### config.mk
export PLATFORM = sky130hd
export DESIGN_NAME = led_share_arbiter_flat
export DESIGN_NICKNAME = d
export VERILOG_FILES = /design/src/rtl/led_share_arbiter_if.sv /design/src/rtl/led_share_arbiter.sv /design/src/flat_wrapper.sv
export SDC_FILE = /design/constraint.sdc
export NUM_CORES = 1
export LEC_CHECK = 0
export ABC_AREA = 1
export CELL_PAD_IN_SITES_DETAIL_PLACEMENT = 1
export CELL_PAD_IN_SITES_GLOBAL_PLACEMENT = 1
export CORE_MARGIN = 1
export CORE_UTILIZATION = 48
export CTS_CLUSTER_DIAMETER = 120
export CTS_CLUSTER_SIZE = 30
export DETAILED_ROUTE_END_ITERATION = 10
export GPL_TIMING_DRIVEN = 0
export PLACE_DENSITY = 0.88
export SETUP_SLACK_MARGIN = 0.15
export SLEW_MARGIN = 10
export SYNTH_ARGS = -nofsm -noshare
export SYNTH_HDL_FRONTEND = slang
export SYNTH_SLANG_ARGS = --single-unit
### constraint.sdc
create_clock -name clk -period 3.41 [get_ports clk]
set_input_delay 0.682 -clock clk [delete_from_list [all_inputs] [get_ports clk]]
set_output_delay 0.682 -clock clk [all_outputs]
set_load 0.05 [all_outputs]
### src/rtl/led_share_arbiter_if.sv
// Handshake and display bus between the LED producers and the LED share arbiter.
`timescale 1ns/1ps
interface led_share_arbiter_if;
  logic [2:0] req;
  logic [3:0] pat0;
  logic [3:0] pat1;
  logic [3:0] pat2;
  logic [2:0] gnt;
  logic       done;
  logic       busy;
  logic [3:0] led;

  modport master (output req, pat0, pat1, pat2, input gnt, done, busy, led);
  modport slave  (input req, pat0, pat1, pat2, output gnt, done, busy, led);
endinterface

### src/rtl/led_share_arbiter.sv
// Round-robin sharing of the 4-LED bank between three producers, with a
// one-hot chase pattern shown whenever nobody owns the bank.
`timescale 1ns/1ps
module led_share_arbiter #(
  parameter int unsigned HOLD_CYCLES = 32'd12_500_000,
  parameter int unsigned STEP_CYCLES = 32'd12_500_000
) (
  input logic              clk,
  input logic              rst_n,
  led_share_arbiter_if.slave bus
);

  localparam logic [31:0] HOLD_LAST = 32'(HOLD_CYCLES - 32'd1);
  localparam logic [31:0] STEP_LAST = 32'(STEP_CYCLES - 32'd1);

  typedef enum logic [1:0] {
    ST_IDLE    = 2'd0,
    ST_SHOW    = 2'd1,
    ST_RELEASE = 2'd2
  } state_t;

  state_t      state_r, state_s;
  logic [3:0]  led_r, led_s;
  logic [2:0]  gnt_r, gnt_s;
  logic        done_r, done_s;
  logic        busy_r, busy_s;
  logic [1:0]  idx_r, idx_s;
  logic [31:0] step_cnt_r, step_cnt_s;
  logic [31:0] hold_cnt_r, hold_cnt_s;
  logic [1:0]  rr_r, rr_s;
  logic [3:0]  pat_r, pat_s;

  logic        win_valid_s;
  logic [1:0]  win_idx_s;
  logic [3:0]  win_pat_s;
  logic        take_grant_s;

  function automatic logic [1:0] rr_candidate(input logic [1:0] base, input logic [1:0] off);
    logic [2:0] sum;
    sum = {1'b0, base} + {1'b0, off};
    if (sum >= 3'd3) begin
      sum = sum - 3'd3;
    end else begin
      sum = sum;
    end
    return sum[1:0];
  endfunction

  function automatic logic [3:0] chase_pattern(input logic [1:0] idx);
    return 4'b0001 << idx;
  endfunction

  // Round-robin search: walk offsets 3..1 so the nearest requester after rr overwrites last.
  always_comb begin
    win_valid_s = 1'b0;
    win_idx_s   = 2'd0;
    for (int k = 3; k >= 1; k--) begin
      if (bus.req[rr_candidate(rr_r, 2'(k))]) begin
        win_valid_s = 1'b1;
        win_idx_s   = rr_candidate(rr_r, 2'(k));
      end else begin
        win_valid_s = win_valid_s;
      end
    end
  end

  // Pattern offered by the current arbitration winner.
  always_comb begin
    case (win_idx_s)
      2'd0:    win_pat_s = bus.pat0;
      2'd1:    win_pat_s = bus.pat1;
      2'd2:    win_pat_s = bus.pat2;
      default: win_pat_s = 4'b0000;
    endcase
  end

  // Next-state and output decode; a grant from IDLE or RELEASE overrides the per-state result.
  always_comb begin
    state_s      = state_r;
    led_s        = led_r;
    gnt_s        = gnt_r;
    done_s       = 1'b0;
    busy_s       = busy_r;
    idx_s        = idx_r;
    step_cnt_s   = step_cnt_r;
    hold_cnt_s   = hold_cnt_r;
    rr_s         = rr_r;
    pat_s        = pat_r;
    take_grant_s = 1'b0;

    case (state_r)
      ST_IDLE: begin
        led_s        = chase_pattern(idx_r);
        gnt_s        = 3'b000;
        busy_s       = 1'b0;
        take_grant_s = win_valid_s;
        if (step_cnt_r == STEP_LAST) begin
          step_cnt_s = 32'd0;
          idx_s      = idx_r + 2'd1;
        end else begin
          step_cnt_s = step_cnt_r + 32'd1;
        end
      end
      ST_SHOW: begin
        led_s = pat_r;
        if (hold_cnt_r == HOLD_LAST) begin
          state_s    = ST_RELEASE;
          gnt_s      = 3'b000;
          done_s     = 1'b1;
          led_s      = 4'b0000;
          busy_s     = 1'b1;
          hold_cnt_s = 32'd0;
        end else begin
          hold_cnt_s = hold_cnt_r + 32'd1;
        end
      end
      ST_RELEASE: begin
        state_s      = ST_IDLE;
        led_s        = chase_pattern(idx_r);
        gnt_s        = 3'b000;
        busy_s       = 1'b0;
        take_grant_s = win_valid_s;
      end
      default: begin
        state_s = ST_IDLE;
        led_s   = 4'b0000;
        gnt_s   = 3'b000;
        busy_s  = 1'b0;
      end
    endcase

    if (take_grant_s) begin
      state_s    = ST_SHOW;
      rr_s       = win_idx_s;
      gnt_s      = 3'b001 << win_idx_s;
      pat_s      = win_pat_s;
      led_s      = win_pat_s;
      hold_cnt_s = 32'd0;
      busy_s     = 1'b1;
      done_s     = 1'b0;
    end else begin
      rr_s = rr_s;
    end
  end

  // State and output registers; reset discards any latched pattern without a done pulse.
  always_ff @(posedge clk or negedge rst_n) begin
    if (!rst_n) begin
      state_r    <= ST_IDLE;
      led_r      <= 4'b0000;
      gnt_r      <= 3'b000;
      done_r     <= 1'b0;
      busy_r     <= 1'b0;
      idx_r      <= 2'd0;
      step_cnt_r <= 32'd0;
      hold_cnt_r <= 32'd0;
      rr_r       <= 2'd2;
      pat_r      <= 4'b0000;
    end else begin
      state_r    <= state_s;
      led_r      <= led_s;
      gnt_r      <= gnt_s;
      done_r     <= done_s;
      busy_r     <= busy_s;
      idx_r      <= idx_s;
      step_cnt_r <= step_cnt_s;
      hold_cnt_r <= hold_cnt_s;
      rr_r       <= rr_s;
      pat_r      <= pat_s;
    end
  end

  assign bus.led  = led_r;
  assign bus.gnt  = gnt_r;
  assign bus.done = done_r;
  assign bus.busy = busy_r;

endmodule

### src/flat_wrapper.sv
// flat-port wrapper written by rule: the top's interface ports become plain ports
module led_share_arbiter_flat 
#(
  parameter int unsigned HOLD_CYCLES = 32'd12_500_000,
  parameter int unsigned STEP_CYCLES = 32'd12_500_000
)
  (clk, rst_n, bus_req, bus_pat0, bus_pat1, bus_pat2, bus_gnt, bus_done, bus_busy, bus_led);
  led_share_arbiter_if bus_i ();
  input logic clk;
  input logic rst_n;
  input wire logic [$bits(bus_i.req)-1:0] bus_req;
  input wire logic [$bits(bus_i.pat0)-1:0] bus_pat0;
  input wire logic [$bits(bus_i.pat1)-1:0] bus_pat1;
  input wire logic [$bits(bus_i.pat2)-1:0] bus_pat2;
  output wire logic [$bits(bus_i.gnt)-1:0] bus_gnt;
  output wire logic [$bits(bus_i.done)-1:0] bus_done;
  output wire logic [$bits(bus_i.busy)-1:0] bus_busy;
  output wire logic [$bits(bus_i.led)-1:0] bus_led;
  assign bus_i.req = bus_req;
  assign bus_i.pat0 = bus_pat0;
  assign bus_i.pat1 = bus_pat1;
  assign bus_i.pat2 = bus_pat2;
  assign bus_gnt = bus_i.gnt;
  assign bus_done = bus_i.done;
  assign bus_busy = bus_i.busy;
  assign bus_led = bus_i.led;
  led_share_arbiter #(.HOLD_CYCLES(HOLD_CYCLES), .STEP_CYCLES(STEP_CYCLES)) u_core (.clk(clk), .rst_n(rst_n), .bus(bus_i));
endmodule
# After elaboration in Yosys (flattened, before gate mapping)
# Index checks and enable logic that the tools add are counted.
dict set report totals {
  rom_bits 0
  latch_bits 0
  ff_bits 83
  word_cells 77
  output_inout_bits 9
  mem_count 0
  ramBits 0
  in_bits 17
}
dict set report classes {
  n_mul 0
  div 0
  shifts 2
  order_cmp 6
  mux 36
  add_sub_neg 9
  eq_ne 8
  reduce_logical 6
  n_bitwise 0
}
# cell n
set op_table {}
lappend op_table {{two-way mux 32 bit} 4}
lappend op_table {{adder 32 x 1 -> 32 bit, second input constant} 2}
lappend op_table {{== test 32 x 24 -> 1 bit, second input constant} 2}
lappend op_table {{two-way mux 2 bit} 8}
lappend op_table {{two-way mux 1 bit} 13}
lappend op_table {{one-hot mux 4 bit (3 select lines)} 1}
lappend op_table {{greater-or-equal comparator 3 x 2 -> 1 bit, second input constant} 3}
lappend op_table {{less-than comparator 2 x 3 -> 1 bit, second input constant} 3}
lappend op_table {{two-way mux 3 bit} 3}
lappend op_table {{two-way mux 4 bit} 2}
lappend op_table {{one-hot mux 4 bit (2 select lines)} 1}
lappend op_table {{adder 2 x 2 -> 3 bit, second input constant} 2}
lappend op_table {{binary-select mux 1 bit (select 2 bit)} 3}
lappend op_table {{subtractor 2 bit, second input constant} 3}
lappend op_table {{== test 2 x 1 -> 1 bit, second input constant} 2}
lappend op_table {{== test 2 bit, second input constant} 2}
lappend op_table {{logical NOT 2 bit} 2}
lappend op_table {{one-hot mux 2 bit (2 select lines)} 1}
lappend op_table {{AND reduction 2 bit} 2}
lappend op_table {{left shift 1 x 2 -> 4 bit, first input constant} 1}
lappend op_table {{adder 2 x 1 -> 3 bit, second input constant} 1}
lappend op_table {{inequality test 3 x 1 -> 1 bit, second input constant} 1}
lappend op_table {{left shift 1 x 2 -> 3 bit, first input constant} 1}
lappend op_table {{adder 2 x 1 -> 2 bit, second input constant} 1}
lappend op_table {{3 further kinds} 3}

# Logic depth before layout (Yosys ltp)
# Gate-level depths: netlist of the first run.
dict set report depth {
  word_depth 11
  mapped_depth 16
  ltp_nobuf 16
}

# Worst setup path after synthesis of the first run
# OpenSTA, ideal clock, no wires.
dict set report synth_timing {
  path_kind {reg-to-reg}
  startpoint {register u_core.rr_r[1]}
  endpoint {register u_core.busy_r (netlist: u_core.bus.busy)}
  setup_slack_ns 1.392
  t_arrival_ns 1.900
  path_buffers 1
  setup_ns 0.118
  path_stages_with_launch 12
  cell_sequence {dfstp_2 inv_1 ha_1 nand2_1 inv_1 o21ai_2 nand2_1 o21ai_4 nand2_4 buf_6 o21ai_1 inv_1}
}
dict set report synth_via {
  elab_chain_cells 10
  elab_cells_between_ends 24
}
# item line_no
set synth_rtl {}
lappend synth_rtl {{from (decl)} led_share_arbiter.sv:30} ;# logic [1:0] rr_r, rr_s;
lappend synth_rtl {{from (signal assigned)} led_share_arbiter.sv:168} ;# rr_r <= rr_s;
lappend synth_rtl {{adder 2 x 2 -> 3 bit} led_share_arbiter.sv:40} ;# sum = {1'b0, base} + {1'b0, off};
lappend synth_rtl {{greater-or-equal comparator 3 x 2 -> 1 bit / subtractor 2 bit (equally long branches)} {led_share_arbiter.sv:41, led_share_arbiter.sv:42}}
lappend synth_rtl {{two-way mux 2 bit} led_share_arbiter.sv:41} ;# if (sum >= 3'd3) begin
lappend synth_rtl {{binary-select mux 1 bit (select 2 bit)} led_share_arbiter.sv:58} ;# if (bus.req[rr_candidate(rr_r, 2'(k))]) begin
lappend synth_rtl {{two-way mux 1 bit (not written as such)} led_share_arbiter.sv:58}
lappend synth_rtl {{two-way mux 1 bit (2 in series)} led_share_arbiter.sv:58}
lappend synth_rtl {{two-way mux 1 bit *} led_share_arbiter.sv:58}
lappend synth_rtl {{two-way mux 1 bit *} led_share_arbiter.sv:91} ;# case (state_r)
lappend synth_rtl {{inequality test 3 x 1 -> 1 bit (no source line) / two-way mux 1 bit (equally long branches)} n/a}
lappend synth_rtl {{to (signal assigned)} led_share_arbiter.sv:164} ;# busy_r <= busy_s;
lappend synth_rtl {{to (decl)} led_share_arbiter.sv:26} ;# logic busy_r, busy_s;
# Every way passes the cells marked *; elsewhere a longest branch is shown, timed or not. The select of a mux whose other input is x is not followed.
# A chain may end at the register's enable or synchronous reset.

# Worst setup path after layout of the first run
dict set report layout_timing {
  startpoint {register u_core.rr_r[0]}
  endpoint {register u_core.hold_cnt_r[30]}
}
dict set report layout_via {
  elab_chain_cells 10
  elab_cells_between_ends 24
}
# item line_no
set layout_rtl {}
lappend layout_rtl {{adder 2 x 2 -> 3 bit} led_share_arbiter.sv:40}
lappend layout_rtl {{greater-or-equal comparator 3 x 2 -> 1 bit / subtractor 2 bit (equally long branches)} {led_share_arbiter.sv:41, led_share_arbiter.sv:42}}
lappend layout_rtl {{two-way mux 2 bit} led_share_arbiter.sv:41}
lappend layout_rtl {{binary-select mux 1 bit (select 2 bit)} led_share_arbiter.sv:58}
lappend layout_rtl {{two-way mux 1 bit (not written as such)} led_share_arbiter.sv:58}
lappend layout_rtl {{two-way mux 1 bit (2 in series)} led_share_arbiter.sv:58}
lappend layout_rtl {{two-way mux 1 bit *} led_share_arbiter.sv:58}
lappend layout_rtl {{two-way mux 1 bit *} led_share_arbiter.sv:91}
lappend layout_rtl {{two-way mux 32 bit / nonzero test 2 bit (equally long branches)} n/a}
lappend layout_rtl {{to (signal assigned)} led_share_arbiter.sv:167} ;# hold_cnt_r <= hold_cnt_s;
lappend layout_rtl {{to (decl)} led_share_arbiter.sv:29} ;# logic [31:0] hold_cnt_r, hold_cnt_s;
# Marks and branches as above.

==> impl_metrics.py, run 1 <==
metrics = {
    "run_status": {
        "status": "finished, final reports clean",
    },
    "synthesis": {
        "seq_area_frac_synth": 0.391,
        "synthFlopType": "dfrtp_1",
        "yosys.area.top_type": "dfrtp_1",
        "syn_avg_cell_area_um2": 6.96,
        "synth_nets": 790,
        "yosys.area.top_type_share": 0.386,
        "synth-edff-count": 0,
        "yosys-top-cells-area": "dfrtp_1 (39%), nand2_1 (16%), inv_1 (6.8%), nor2_1 (6.4%), nand3_1 (5.9%)",
        "yosysUniqueCellTypes": 43,
        "synth-async-reset-ratio": 1.00,
        "yosysWarningCount": 0,
        "ys_seq_elements": 83,
        "syn_inst": 764,
        "netlist_area_um2": 5320,
    },
    "clock_tree": {
        "clk_pin_slew_ps": 80,
        "cts_root_buf": "clkbuf_8",
        "cts_buffers": 9,
        "ctsHoldBuffers": 0,
        "cts_tree": "done",
        "clk_latency_ps": 390,
        "cts.htree.levels": 3,
        "clock_path_buffers": 2,
        "post_cts_buffers": 0,
        "cts_resized": 0,
        "clock-sinks": 83,
    },
    "floorplanning": {
        "rows": 38,
        "dieArea_um2": 11500,
        "coreArea_um2": 10800,
        "dieHeight_um": 107,
        "die_w_um": 107,
        "initial_core_util": 0.492,
        "io_pins": 26,
    },
    "sta": {
        "period_needed_ps": 2480,
        "fmax_ghz": 0.403,
        "relSlewSlack": 0.601,
        "hold_viol": 0,
        "finClkSkew_ps": 9.79,
        "drv_slew": 0,
        "post-route-period-util": 0.728,
        "rsz0062_at_grt": "false",
        "final.setup.tns_ps": 0,
        "setup_viol": 0,
        "worst_hold_slack_ps": 186,
        "worstMarginPinSlew_ps": 593,
    },
    "placed_design": {
        "gp_congestion": 0.887,
        "port_buffers": 25,
        "dp.cells": 930,
        "dp_hpwl_um": 12400,
        "place_area_um2": 5770,
    },
    "drt": {
        "wl_per_cell_um": 17.2,
        "vias": 5288,
        "drt_pass1_iterations": 4,
        "antenna_left": 0,
        "viasPerCell": 5.60,
        "drcViolationCount": 0,
        "initialDrtViolationCount": 266,
        "routed_wl_um": 16300,
    },
    "grt": {
        "grt_remaining_overflow": 0,
        "antenna_found_initial": 0,
        "gr-usage-all-layers": 0.309,
        "grt_max_degree": 64,
        "grt_pass1_vias": 5494,
        "grt_pass1_wl_um": 27400,
    },
    "power_and_ir_drop": {
        "p_per_area_nw_per_um2": 302,
        "p_seq_frac": 0.546,
        "clock_power_share": 0.418,
        "leakage_nw": 2.71,
        "p_sw_frac": 0.233,
        "p_sw_w": 0.000419,
        "p_int_w": 0.00138,
        "vdd_drop_max_uv": 213,
        "p_comb_frac": 0.036,
    },
    "worst_setup_path": {
        "crit_type": "reg2reg",
        "worstPathMaxFanout": 10,
        "r2r-start": "u_core.rr_r[0]",
        "critPathRequiredTime_ps": 3710,
        "end_kind": "flip-flop",
        "start_kind": "flip-flop",
        "crit_path_start": "u_core.rr_r[0]",
        "arrival_ps": 2790,
    },
    "final_layout": {
        "num_antenna_cells": 0,
        "syn_to_final_growth_pct": 12.3,
        "finalNonFillerCells": 945,
        "nets": 827,
        "drive_gt1_frac": 0.0708,
        "final_util": 0.553,
        "multi_input_area_um2": 2780,
        "final_area_um2": 5970,
        "seqCellArea_um2": 2080,
        "n_fill_cell": 1444,
    },
    "flow_run": {
        "maxCapViolations": 0,
    },
    "hold_path": {
        "hp-class": "in2async",
    },
}
## cell type report
cell class                      count  area share
Timing Repair Buffer               26      0.0461
Tap cell                          140      0.0294
Clock buffer                       11      0.0254
Multi-Input combinational cell    568       0.466
Inverter                          102      0.0642
Buffer                             11      0.0124
Sequential cell                    83       0.348
Clock inverter                      4     0.00839
## metal layers
| layer | vias to the layer above | wire (um) | GRT usage |
|---|---|---|---|
| li1 | 2551 | - | - |
| met1 | 2626 | 7750 | 0.423 |
| met2 | 90 | 7650 | 0.496 |
| met3 | 21 | 643 | 0.0626 |
| met4 | 0 | 213 | 0.0871 |
| met5 | - | 0 | 0 |
## critical path, cell delays in order (launching register included)
cell	delay (ps)
dfrtp_1	440
inv_1	160
ha_1	460
inv_2	110
nand2_1	90
nand3_1	80
o21ai_2	100
nand2_1	120
o21ai_4	320
buf_2	280
nand4_1	110
o21ai_1	130
## synth_stat cells, types with 2 or more instances
cell	number
nand2_4	2
xor2_1	15
ha_1	9
inv_1	96
nand3b_1	4
nor2_4	2
nor4_1	7
buf_2	5
nor3_2	2
nand4_1	34
nor2_2	2
nand3_1	63
o21ai_0	25
a21oi_1	17
inv_2	6
nor2_1	90
o22ai_2	7
clkbuf_1	2
nand2_1	231
or2_2	4
nor3_1	21
buf_6	3
o21ai_1	15
dfrtp_1	82
a31oi_1	2
## through the flow
stage               setup WS [ps]  power (W)
floorplan                    1390    0.00102
global placement            -1430    0.00106
global route                  694    0.00187
detailed placement            909    0.00107
finish                        927    0.00180
CTS                           919    0.00181
## cells in the final DEF (no fill, tap or decap), drive strengths merged, types with 4 or more instances in the layout
cell	instances
a21oi	17
buf	11
clkbuf	13
clkdlybuf4s50	24
dfrtp	82
ha	9
inv	102
nand2	234
nand3	64
nand3b	4
nand4	34
nor2	94
nor3	23
nor4	7
o21ai	42
o22ai	7
or2	6
xor2	15
## kinds of logic after synthesis
kind of cell	count (synthesis)	share of synthesized area
adders and majority gates	9	0.0212
xor gates and xnor gates	16	0.0264
buffers and inverters	113	0.0859
DFF	83	0.391
AOI/OAI and AO/OA	73	0.0852
and+or+nand+nor	470	0.390
## worst paths after layout
path | endpoint | slack [ps] | depth (start not counted)
setup / recovery | u_core.hold_cnt_r[30] | 930 | 11
hold / removal | u_core.hold_cnt_r[13] | 190 | 1
setup reg to reg | u_core.hold_cnt_r[30] | 930 | 11
hold reg to reg | u_core.bus.gnt[2] | 500 | 2
max in group asynchronous | u_core.step_cnt_r[12] | 2610 | 2
min in group clk | u_core.bus.gnt[2] | 500 | 2
## sequential cells by signal, indices dropped and copies added, names as in the netlist
| name | flops |
|---|---|
| u_core.hold_cnt_r | 32 |
| u_core.step_cnt_r | 32 |
| u_core.bus.led | 4 |
| u_core.pat_r | 4 |
| u_core.bus.gnt | 3 |
| u_core.idx_r | 2 |
| u_core.rr_r | 2 |
| u_core.state_r | 2 |
| u_core.bus.busy | 1 |
| u_core.bus.done | 1 |
## power groups by stage
stage	clock network [W]	registers, W	logic, W
finish	0.000753	0.000983	0.0000648
global route	0.000813	0.000983	0.0000731
CTS	0.000761	0.000983	0.0000659
detailed placement	0	0.00100	0.0000655
global placement	0	0.00100	0.0000587
floorplan	0	0.00100	0.0000158
Power figures use the tool's default switching activity.
==> run 2: changes to the inputs <==
--- a/config.mk
+++ b/config.mk
@@ -9,12 +9,12 @@
 export CELL_PAD_IN_SITES_DETAIL_PLACEMENT = 1
 export CELL_PAD_IN_SITES_GLOBAL_PLACEMENT = 1
 export CORE_MARGIN = 1
-export CORE_UTILIZATION = 48
+export CORE_UTILIZATION = 40
 export CTS_CLUSTER_DIAMETER = 120
 export CTS_CLUSTER_SIZE = 30
 export DETAILED_ROUTE_END_ITERATION = 10
 export GPL_TIMING_DRIVEN = 0
-export PLACE_DENSITY = 0.88
+export PLACE_DENSITY = 0.79
 export SETUP_SLACK_MARGIN = 0.15
 export SLEW_MARGIN = 10
 export SYNTH_ARGS = -nofsm -noshare
==> constraint.sdc (replaced) <==
create_clock -name clk -period 2.25 [get_ports clk]
set_input_delay 0.45 -clock clk [delete_from_list [all_inputs] [get_ports clk]]
set_output_delay 0.45 -clock clk [all_outputs]
set_load 0.05 [all_outputs]
==> run 2 against run 1 <==
Highest routed layer unchanged; maximum frequency up 17%; final cell count up 5.6%; largest power group is now clock; sequential power up 52%; die area up 20%; wire length up 5.5%; hold slack worse by 130 ps; register-to-register slack worse by 810 ps; clock-buffer cell count down 1; total power up 83%; worst setup slack worse by 810 ps.
==> impl_metrics.py, run 2 (same netlist as run 1, synthesis figures left out) <==
metrics = {
    "sta": {
        "setup_viol": 0,
        "drv_slew": 0,
        "period_needed_ps": 2130,
        "relSlewSlack": 0.586,
        "rsz0062_at_grt": "true",
        "final.setup.tns_ps": 0,
        "post-route-period-util": 0.947,
        "fmax_ghz": 0.469,
        "finClkSkew_ps": 6.98,
        "worstMarginPinSlew_ps": 619,
        "hold_viol": 0,
    },
    "floorplanning": {
        "io_pins": 26,
        "dieHeight_um": 117,
        "dieArea_um2": 13800,
        "coreArea_um2": 12800,
        "rows": 41,
        "die_w_um": 117,
        "initial_core_util": 0.416,
    },
    "grt": {
        "grt_max_degree": 50,
        "grt_remaining_overflow": 0,
        "grt_pass1_vias": 5571,
        "antenna_found_initial": 0,
        "grt_pass1_wl_um": 27600,
        "gr-usage-all-layers": 0.263,
    },
    "worst_setup_path": {
        "worstRegToRegCells": 13,
        "r2r-start": "u_core.rr_r[1]",
        "crit_type": "reg2reg",
        "worstReg2RegEnd": "u_core.hold_cnt_r[16]",
        "cp-endpoint": "u_core.hold_cnt_r[16]",
        "worstPathMaxFanout": 7,
        "end_kind": "flip-flop",
        "arrival_ps": 2420,
        "critPathRequiredTime_ps": 2540,
        "start_kind": "flip-flop",
        "crit_path_start": "u_core.rr_r[1]",
        "ff2ff_setup_slack_ps": 120,
    },
    "drt": {
        "initialDrtViolationCount": 361,
        "antenna_left": 0,
        "viasPerCell": 5.45,
        "routed_wl_um": 17200,
        "drt_pass1_iterations": 5,
        "wl_per_cell_um": 17.2,
        "vias": 5444,
        "drcViolationCount": 0,
    },
    "power_and_ir_drop": {
        "leakage_nw": 2.95,
        "p_per_area_nw_per_um2": 505,
        "vdd_drop_max_uv": 419,
    },
    "clock_tree": {
        "clock-sinks": 83,
        "cts_tree": "done",
        "cts_root_buf": "clkbuf_16",
        "clk_pin_slew_ps": 60,
        "clk_latency_ps": 350,
        "cts_buffers": 9,
        "cts.htree.levels": 3,
        "ctsHoldBuffers": 0,
        "clock_path_buffers": 2,
    },
    "final_layout": {
        "final_cell_mix": "nand2_1 (214), inv_1 (91), nor2_1 (85)",
        "seqCellArea_um2": 2080,
        "top_regs": "u_core.hold_cnt_r x32, u_core.step_cnt_r x32",
        "num_antenna_cells": 0,
        "nets": 848,
        "syn_to_final_growth_pct": 22.8,
        "final_area_um2": 6530,
        "multi_input_area_um2": 2930,
        "layout_commonest_cell": "nand2_1",
        "n_fill_cell": 1635,
        "drive_gt1_frac": 0.142,
    },
    "placed_design": {
        "gp_congestion": 0.910,
        "port_buffers": 25,
        "dp_hpwl_um": 12400,
        "place_area_um2": 5810,
    },
    "hold_path": {
        "hp-class": "in2async",
    },
    "flow_run": {
        "maxCapViolations": 0,
    },
    "run_status": {
        "status": "finished, final reports clean",
    },
}
run 2: cell type report:
cell class	instances	share of cell area
repair buffers	47	0.0715
multi-input cells	568	0.450
inverters	102	0.0608
clock buffers	10	0.0351
flip-flops and latches	83	0.319
plain buffers	11	0.0151
clock inverters	5	0.0157
well taps	172	0.0330
run 2: worst min path at each step:
stage                 startpoint               endpoint  slack (ps)  cells after the start
2_1_floorplan              rst_n        u_core.bus.busy         150                      0
3_3_place_gp   u_core.bus.gnt[2]      u_core.bus.gnt[2]         460                      2
3_5_place_dp               rst_n  u_core.hold_cnt_r[16]         440                      1
4_1_cts                    rst_n  u_core.hold_cnt_r[16]          60                      1
5_1_grt                    rst_n  u_core.hold_cnt_r[20]          90                      1
6_report                   rst_n  u_core.hold_cnt_r[16]          50                      1
run 2: layer usage:
metal | up-vias | routed length (um) | share of wire | GRT usage
li1 | 2603 | - | - | -
met1 | 2691 | 8060 | 0.47 | 0.356
met2 | 131 | 8270 | 0.48 | 0.435
met3 | 19 | 595 | 0.035 | 0.0335
met4 | 0 | 236 | 0.014 | 0.0861
met5 | - | 0 | 0 | 0
run 2: worst max-delay path, cell delays in order, from the launching register on:
cell	delay [ps]
dfstp_2	560
inv_2	60
ha_4	320
inv_4	60
nand2_2	70
nand3_2	100
o21ai_4	100
nand2_2	80
o21ai_4	230
nand2_4	120
inv_4	100
clkbuf_16	150
nand2_1	50
nand2_1	60
run 2: repair_timing:
action	4_1_cts	5_1_grt
resized for setup	19	45
endpoints found under the setup margin	60	69
gates cloned	0	1
setup buffers	3	17
pin swaps	5	14
run 2: where the power goes:
group / internal, W / switching (W) / total [W] / leakage (nW)
clock: 0.00108 / 0.000629 / 0.00171 / 0.159
combinational: 0.0000400 / 0.0000587 / 0.0000987 / 1.68
sequential: 0.00149 / 0 / 0.00149 / 1.11
total: 0.00261 / 0.000687 / 0.00330 / 2.95
run 2: through the flow:
stage | power [W] | utilization | setup WS [ps] | instances | hold slack, ps
floorplan | 0.00154 | - | 232 | 764 | 154
global placement | 0.00161 | 0.453 | -2410 | 961 | 457
detailed placement | 0.00162 | 0.455 | -130 | 962 | 436
CTS | 0.00333 | 0.488 | 130 | 980 | 62.8
global route | 0.00338 | 0.511 | 8.10 | 998 | 94.1
finish | 0.00330 | 0.511 | 120 | 998 | 55.0
